`src/rtl/stream_demux2.sv`:
```
// stream_demux2: registered 1-to-2 valid/ready demux with manual or alternating-slot routing and saturating per-output beat counters.
module stream_demux2 #(
  parameter int WIDTH    = 8,
  parameter int AUTO_SEL = 0,
  parameter int CNT_W    = 8
) (
  input  logic             clk,
  input  logic             rst_n,
  input  logic             in_valid,
  output logic             in_ready,
  input  logic [WIDTH-1:0] in_data,
  input  logic             in_sel,
  output logic             out0_valid,
  input  logic             out0_ready,
  output logic [WIDTH-1:0] out0_data,
  output logic             out1_valid,
  input  logic             out1_ready,
  output logic [WIDTH-1:0] out1_data,
  output logic             slot,
  output logic [CNT_W-1:0] cnt0,
  output logic [CNT_W-1:0] cnt1
);
  logic             out0_valid_q, out0_valid_d, out1_valid_q, out1_valid_d;
  logic [WIDTH-1:0] out0_data_q, out0_data_d, out1_data_q, out1_data_d;
  logic             slot_q, slot_d;
  logic [CNT_W-1:0] cnt0_q, cnt0_d, cnt1_q, cnt1_d;
  logic             tgt, acc0, acc1;
  always_comb begin
    tgt          = (AUTO_SEL != 0) ? slot_q : in_sel;
    in_ready     = rst_n && (tgt ? (!out1_valid_q || out1_ready) : (!out0_valid_q || out0_ready));
    acc0         = in_valid && in_ready && !tgt;
    acc1         = in_valid && in_ready && tgt;
    out0_valid_d = acc0 || (out0_valid_q && !out0_ready);
    out1_valid_d = acc1 || (out1_valid_q && !out1_ready);
    out0_data_d  = acc0 ? in_data : out0_data_q;
    out1_data_d  = acc1 ? in_data : out1_data_q;
    cnt0_d       = (acc0 && cnt0_q != '1) ? cnt0_q + CNT_W'(1) : cnt0_q;
    cnt1_d       = (acc1 && cnt1_q != '1) ? cnt1_q + CNT_W'(1) : cnt1_q;
    slot_d       = ((AUTO_SEL != 0) && (acc0 || acc1)) ? !slot_q : slot_q;
  end
  always_ff @(posedge clk) begin
    if (!rst_n) begin
      out0_valid_q <= 1'b0;
      out1_valid_q <= 1'b0;
      out0_data_q  <= '0;
      out1_data_q  <= '0;
      slot_q       <= 1'b0;
      cnt0_q       <= '0;
      cnt1_q       <= '0;
    end else begin
      out0_valid_q <= out0_valid_d;
      out1_valid_q <= out1_valid_d;
      out0_data_q  <= out0_data_d;
      out1_data_q  <= out1_data_d;
      slot_q       <= slot_d;
      cnt0_q       <= cnt0_d;
      cnt1_q       <= cnt1_d;
    end
  end
  assign out0_valid = out0_valid_q;
  assign out1_valid = out1_valid_q;
  assign out0_data  = out0_data_q;
  assign out1_data  = out1_data_q;
  assign slot       = slot_q;
  assign cnt0       = cnt0_q;
  assign cnt1       = cnt1_q;
endmodule

```
`config.mk`:
```
export PLATFORM = sky130hd
export DESIGN_NAME = stream_demux2
export DESIGN_NICKNAME = d
export VERILOG_FILES = /design/src/rtl/stream_demux2.sv
export SDC_FILE = /design/constraint.sdc
export NUM_CORES = 1
export LEC_CHECK = 0
export CAP_MARGIN = 30
export CORE_MARGIN = 1.5
export CORE_UTILIZATION = 45
export DETAILED_ROUTE_END_ITERATION = 12
export PLACE_DENSITY = 0.8
export SYNTH_ARGS = -nofsm -noshare
export SYNTH_HDL_FRONTEND = slang
export SYNTH_SLANG_ARGS = --single-unit
```
`constraint.sdc`:
```
create_clock -name clk -period 3.9 [get_ports clk]
set_input_delay 1.17 -clock clk [delete_from_list [all_inputs] [get_ports clk]]
set_output_delay 1.17 -clock clk [all_outputs]
set_load 0.05 [all_outputs]
```
== Word-level counts from Yosys, hierarchy flattened ==
Index checks and enable logic that the tools add are counted.

* Bits in writable memories: 0
* Word-level logic and storage cells: 28
* Flip-flop bits (word level): 34
* Bits in latches: 0
* Memories kept: 0
* ROM bits: 0

* $lt $le $gt $ge: 0
* Add/subtract/negate cells: 2
* Multiplexer cells: 1
* Bitwise operators: 0
* Shift-type cells: 0
* Divide/modulo/power cells: 0
* Eq/ne operators: 2
* Reduce and logical (&&, ||, !) cells: 17
* Multiply operators: 0

{| class="wikitable"
|+ Operators by type and width
! cell !! count
|-
| adder 8 x 1 -> 8 bit, second input constant || 2
|-
| inequality test 8 bit, second input constant || 2
|-
| logical AND 1 bit || 8
|-
| logical NOT 1 bit || 5
|-
| logical OR 1 bit || 4
|-
| two-way mux 1 bit || 1
|}

== Depth between registers and ports, before layout ==
Gate-level depths: netlist of the first run.

* Word-level depth: 7
* Mapped depth: 6

== Worst setup path before layout of the first run ==
OpenSTA, ideal clock, no wires.

* Kind: in2out
* Start: in rst_n
* End: out in_ready
* Buffers on the path: 1
* Data arrival time: 2.226 ns
* Required time: 2.730 ns
* Setup slack: 0.504 ns
* Stages on the path: 3
* Path through: clkinv_1 > clkbuf_1 > nor2_1

* Word-level cells in the longest chain between the ends: 1

{| class="wikitable"
|+ RTL lines
! item !! RTL line !! RTL
|-
| start, declared || 8 || <nowiki>input logic rst_n,</nowiki>
|-
| logical AND 1 bit || 30 || <nowiki>in_ready = rst_n && (tgt ? (!out1_valid_q || out1_ready) : (!out0_valid_q || out0_ready));</nowiki>
|-
| end, declared || 10 || <nowiki>output logic in_ready,</nowiki>
|}

Every way passes these cells.

== Worst setup path after layout of the first run ==
* Start: in out0_ready
* End: out in_ready

* Word-level cells in the longest chain between the ends: 3

{| class="wikitable"
|+ RTL lines
! item !! RTL line !! RTL
|-
| start, declared || 14 || <nowiki>input logic out0_ready,</nowiki>
|-
| logical OR 1 bit || 30 ||
|-
| two-way mux 1 bit || 30 ||
|-
| logical AND 1 bit || 30 ||
|}

Every way passes these cells.

==> results_dict.tcl, run 1 <==
set metrics [dict create \
    clk_pin_slew_ns 0.10 \
    power_uw 660 \
    grt_usage_pct 21.1 \
    arrival_ns 2.26 \
    diodes 0 \
    vias 1325 \
    dieArea_sq_um 3560 \
    skew_ns 0.00530 \
    p_switching_uw 180 \
    clockBufferDepth 2 \
    grt_pass1_wl_um 5720 \
    multiInputGateArea_sq_um 708 \
    dieWidth_um 59.6 \
    crit_top_cell "nor2_1" \
    drt-total-wl_um 3430 \
    place_area_sq_um 1970 \
    synth_seq_area_share_pct 47.1 \
    area_growth_pct 40.7 \
    clock_sinks 34 \
    clockRootBuffer "clkbuf_4" \
    first_pass_iters 4 \
    clk_latency_ns 0.33 \
    hold_viol_final 0 \
    hold_class "flip-flop to flip-flop" \
    maxSlewHeadroom_pct 63.0 \
    ctsResizeCount 0 \
    grt_pass1_vias 1259 \
    fill_cells 276 \
    port-buffer-count 48 \
    synth_fp_nets 177 \
    synth-edff-count 0 \
    clock.fmax_ghz 0.291 \
    power_density_nw_per_um2 325 \
    wl_per_cell_um 13.4 \
    rsz0062_at_grt "false" \
    cts_setup_buffers 0 \
    cts_hold_buf 0 \
    fin_tns_setup_ns 0 \
    dieHeight_um 59.6 \
    grt_antenna_before_repair 0 \
    via_per_inst 5.18 \
    cts_buffers 5 \
    core-area_sq_um 3050 \
    syn_area_per_cell_sq_um 8.97 \
    setup_viol 0 \
    htree_levels 2 \
    ir_drop_mv 0.235 \
    syn_area_sq_um 1440 \
    ant_nets 0 \
    yosysWarnings 0 \
    place_hpwl_um 2440 \
    layout_commonest_cell "clkdlybuf4s50_1" \
    seq_area_sq_um 681 \
    max_stage_delay_ns 0.40 \
    worst-path-max-fanout 4 \
    drt_iter0_markers 33 \
    synth.distinct_cells 35 \
    tightest_slew_ns 0.554 \
    seqPwrFrac_pct 54.5 \
    p_int_uw 480 \
    drive_gt1_share_pct 7.55 \
    final_area_sq_um 2030 \
    synthArstFlopShare_pct 0 \
    synth_seq_cells 34 \
    p_leak_uw 0.000757 \
    grt_max_degree 27 \
    pwr-share-comb_pct 14.8 \
    p_clk_share_pct 30.7 \
    maxSlewViolCount 0 \
    ios 50 \
    required_ns 2.73 \
    rows 20 \
    syn-instance-count 161 \
    cts_tree "done" \
    synthFlopType "dfxtp_1" \
    endpoint_kind "output pin" \
    critPathLaunchType "input port" \
    layout_common_cells "clkdlybuf4s50_1 (47), dfxtp_1 (34), nand2_1 (27)" \
    cp_cell_sequence "clkdlybuf4s50_1 -> nor2b_1 -> nor2_1 -> a21oi_1 -> nor2_1 -> buf_12" \
    post-route-drc-count 0 \
    outcome "complete, no violations" \
    final_nets 227 \
    initial_utilization_pct 47.3 \
    crit_type "input port to output pin" \
    cap_violations 0 \
    p_sw_share_pct 27.3 \
    cp_slowest_cell "clkdlybuf4s50_1" \
    period_needed_ns 3.43 \
    min_period_over_period_pct 88.1 \
    grt.overflow.total 0 \
    gp_congestion 0.792 \
]
## final timing paths
path | start | endpoint | slack [ns] | depth (start not counted)
worst min register to register | out1_data[7]$_SDFFE_PN0P_ | out1_data[7]$_SDFFE_PN0P_ | 0.46 | 2
worst min-delay path | out1_data[7]$_SDFFE_PN0P_ | out1_data[7]$_SDFFE_PN0P_ | 0.46 | 2
worst max register to register | cnt0[0]$_SDFFE_PN0P_ | cnt0[5]$_SDFFE_PN0P_ | 2.15 | 5
worst max-delay path | out0_ready | in_ready | 0.47 | 6
## cells in the mapped netlist, types with 2 or more instances
master	number	area (sq um)
o41ai_1	2	17.5
and4_4	2	22.5
mux2i_1	16	160
ha_1	2	25.0
or4_1	2	15.0
clkbuf_1	5	18.8
nor3_1	2	10.0
and4_1	3	26.3
and3_1	4	25.0
dfxtp_1	34	681
nand2_1	27	101
a21oi_1	14	70.1
buf_2	2	10.0
nor2_1	15	56.3
nand2b_1	3	18.8
nand3_1	5	25.0
nand3b_1	2	15.0
o21ai_0	2	10.0
nand4_1	3	18.8
## final cells by class
cell class | instances | area share, %
sequential | 34 | 33.5
multi-input combinational | 116 | 34.9
clock buffer | 7 | 2.71
tap | 44 | 2.71
timing repair buffer | 52 | 25.6
inverter | 2 | 0.369
clock inverter | 1 | 0.246
## through the flow
| stage | util (%) | hold slack, ns | setup WS, ns | cells |
|---|---|---|---|---|
| floorplan | - | 0.672 | 0.504 | 161 |
| global placement | 64.6 | 0.441 | 0.483 | 248 |
| detailed placement | 64.6 | 0.448 | 0.471 | 248 |
| CTS | 66.6 | 0.464 | 0.466 | 256 |
| global route | 66.6 | 0.484 | 0.366 | 256 |
| finish | 66.6 | 0.464 | 0.466 | 256 |
## cell families (layout without fill, tap and decap cells)
family | Yosys count | after routing | synth area share, %
simple gates | 73 | 73 | 25.7
other cells | 1 | 1 | 0.260
mux | 16 | 16 | 11.1
xor+xnor | 1 | 1 | 0.607
compound gates | 23 | 23 | 9.71
flops | 34 | 34 | 47.1
fa+ha+maj | 2 | 2 | 1.73
buf+inv | 11 | 62 | 3.81
## metal layers
| metal | track usage, % | part of all wire, % | routed length, um |
|---|---|---|---|
| met2 | 33.1 | 47 | 1610 |
| met4 | 4.76 | 0.87 | 30 |
| met3 | 9.61 | 8.3 | 284 |
| met5 | 0 | 0 | 0 |
| met1 | 26.6 | 44 | 1510 |
## power groups by stage
stage	Combinational [uW]	Sequential, uW	Clock, uW
after CTS	97.9	360	208
after detailed placement	97.4	368	0
after global placement	96.2	368	0
after floorplan	30.0	394	0
after global routing	103	361	225
final	97.6	360	203
## flip-flops by register name (all words and copies together), names as in the netlist
register,cells
cnt0,8
cnt1,8
out0_data,8
out1_data,8
out0_valid,1
out1_valid,1
## critical path, delay by kind of cell
family	cells	cell delay, ns
simple gates	3	0.42
compound gates	1	0.12
buf+inv	2	0.55
No activity file was read; power rests on OpenSTA's default activity.
==> run 2: changes to the inputs <==
- CORE_UTILIZATION: 45 -> 44
- PLACE_DENSITY: 0.8 -> 0.78
- clock period: 3.9 -> 3.5 ns (I/O delays scaled with it)
==> run 2 against run 1 <==
Routed wire length shrank 0.90%. Global-route usage is 0.70 points lower. Setup slack got worse by 0.17 ns. Critical path depth is the same. Sequential power rose by 11%. First-iteration DRC count rose by 52%. Critical endpoint unchanged. Highest routed layer unchanged.
==> results_dict.tcl, run 2 (synthesized netlist as in run 1, its figures left out) <==
set metrics [dict create \
    outcome "complete, no violations" \
    grt.overflow.total 0 \
    clockBufferDepth 2 \
    ant_nets 0 \
    arrival_ns 2.15 \
    initial_utilization_pct 46.9 \
    hold_depth 2 \
    drt-total-wl_um 3400 \
    grt_pass1_wl_um 5500 \
    layout_common_cells "clkdlybuf4s50_1 (47), dfxtp_1 (34), nand2_1 (27)" \
    placedCellCount 248 \
    ios 50 \
    grt.met2_usage_pct 34.3 \
    core-area_sq_um 3080 \
    htree_levels 2 \
    clock.fmax_ghz 0.312 \
    cts_tree "done" \
    drt_iter0_markers 50 \
    wl_per_cell_um 13.3 \
    power_density_nw_per_um2 348 \
    maxSlewViolCount 0 \
    period_needed_ns 3.20 \
    met3_usage_pct 8.01 \
    fin_tns_setup_ns 0 \
    dieArea_sq_um 3630 \
    p_leak_uw 0.000747 \
    clockRootBuffer "clkbuf_4" \
    first_pass_iters 4 \
    endpoint_kind "output pin" \
    cts_hold_buf 0 \
    cap_violations 0 \
    clk_pin_slew_ns 0.09 \
    required_ns 2.45 \
    drive_gt1_share_pct 6.64 \
    finalNonFillerCells 255 \
    crit_top_cell "nor2_1" \
    cp_slowest_cell "clkdlybuf4s50_1" \
    dieWidth_um 60.3 \
    layout_commonest_cell "clkdlybuf4s50_1" \
    crit_type "input port to output pin" \
    ff2ff_path_depth 5 \
    grt_antenna_before_repair 0 \
    rsz0062_at_grt "false" \
    final_util_pct 65.5 \
    port-buffer-count 48 \
    use_met1_pct 23.1 \
    clock_sinks 34 \
    ctsResizeCount 0 \
    vias 1329 \
    busiest_layer "met2" \
    diodes 0 \
    max_stage_delay_ns 0.41 \
    dieHeight_um 60.3 \
    setup_viol 0 \
    min_period_over_period_pct 91.5 \
    via_per_inst 5.21 \
    place_hpwl_um 2430 \
    cp_cell_sequence "clkdlybuf4s50_1 -> nor2b_1 -> nor2_1 -> a21oi_1 -> nor2_1 -> buf_12" \
    tightest_slew_ns 0.560 \
    clk_latency_ns 0.32 \
    cts_setup_buffers 0 \
    fin_hold_ws_ns 0.462 \
    final_nets 227 \
    hold_class "flip-flop to flip-flop" \
    post-route-drc-count 0 \
    hold_viol_final 0 \
    critPathLaunchType "input port" \
    worst-path-max-fanout 4 \
    area_growth_pct 39.7 \
    rows 20 \
    skew_ns 0.00424 \
    gp_congestion 0.775 \
    cts_buffers 5 \
    grt_usage_pct 20.4 \
    maxSlewHeadroom_pct 62.6 \
    grt_max_degree 27 \
    grt_pass1_vias 1272 \
    ir_drop_mv 0.205 \
]
[run 2: cell count changes in the layout (fill, tap and decap cells not counted), sizes merged]
cell,previous run,this run
clkinv,2,1
[run 2: layout make-up]
class | count | area, sq um
fill | 285 | 1060
multi-input combinational | 116 | 708
sequential | 34 | 681
timing repair buffer | 52 | 520
tap | 44 | 55.1
clock buffer | 7 | 45.0
inverter | 2 | 7.51
[run 2: power breakdown]
group          internal (uW)  switching, uW  leakage, uW
Sequential               395           6.20     0.000275
Clock                   75.7            115    0.0000254
Combinational           42.5           66.1     0.000446
Total                    513            188     0.000747
[run 2: final timing paths]
| kind | start | slack [ns] | to |
|---|---|---|---|
| setup / recovery | out0_ready | 0.30 | in_ready |
| hold / removal | out1_data[0]$_SDFFE_PN0P_ | 0.46 | out1_data[0]$_SDFFE_PN0P_ |
| setup reg to reg | cnt0[0]$_SDFFE_PN0P_ | 1.74 | cnt0[3]$_SDFFE_PN0P_ |
| hold reg to reg | out1_data[0]$_SDFFE_PN0P_ | 0.46 | out1_data[0]$_SDFFE_PN0P_ |
[run 2: metal layers]
layer / vias up / share of wire [%]
met5: - / 0
met4: 0 / 0.97
met3: 4 / 7.0
met2: 41 / 48
met1: 620 / 43
li1: 664 / -
[run 2: per-stage QoR]
step	setup slack [ns]	power (uW)	instance area, sq um
floorplan	0.344	473	1440
global placement	0.339	517	1970
detailed placement	0.296	519	1970
CTS	0.285	711	2020
global route	0.175	734	2020
finish	0.296	701	2020
[run 2: critical path: cells and delay by family]
kind / cells / cell delay, ns
buf+inv: 2 / 0.56
compound gates: 1 / 0.12
simple gates: 3 / 0.42
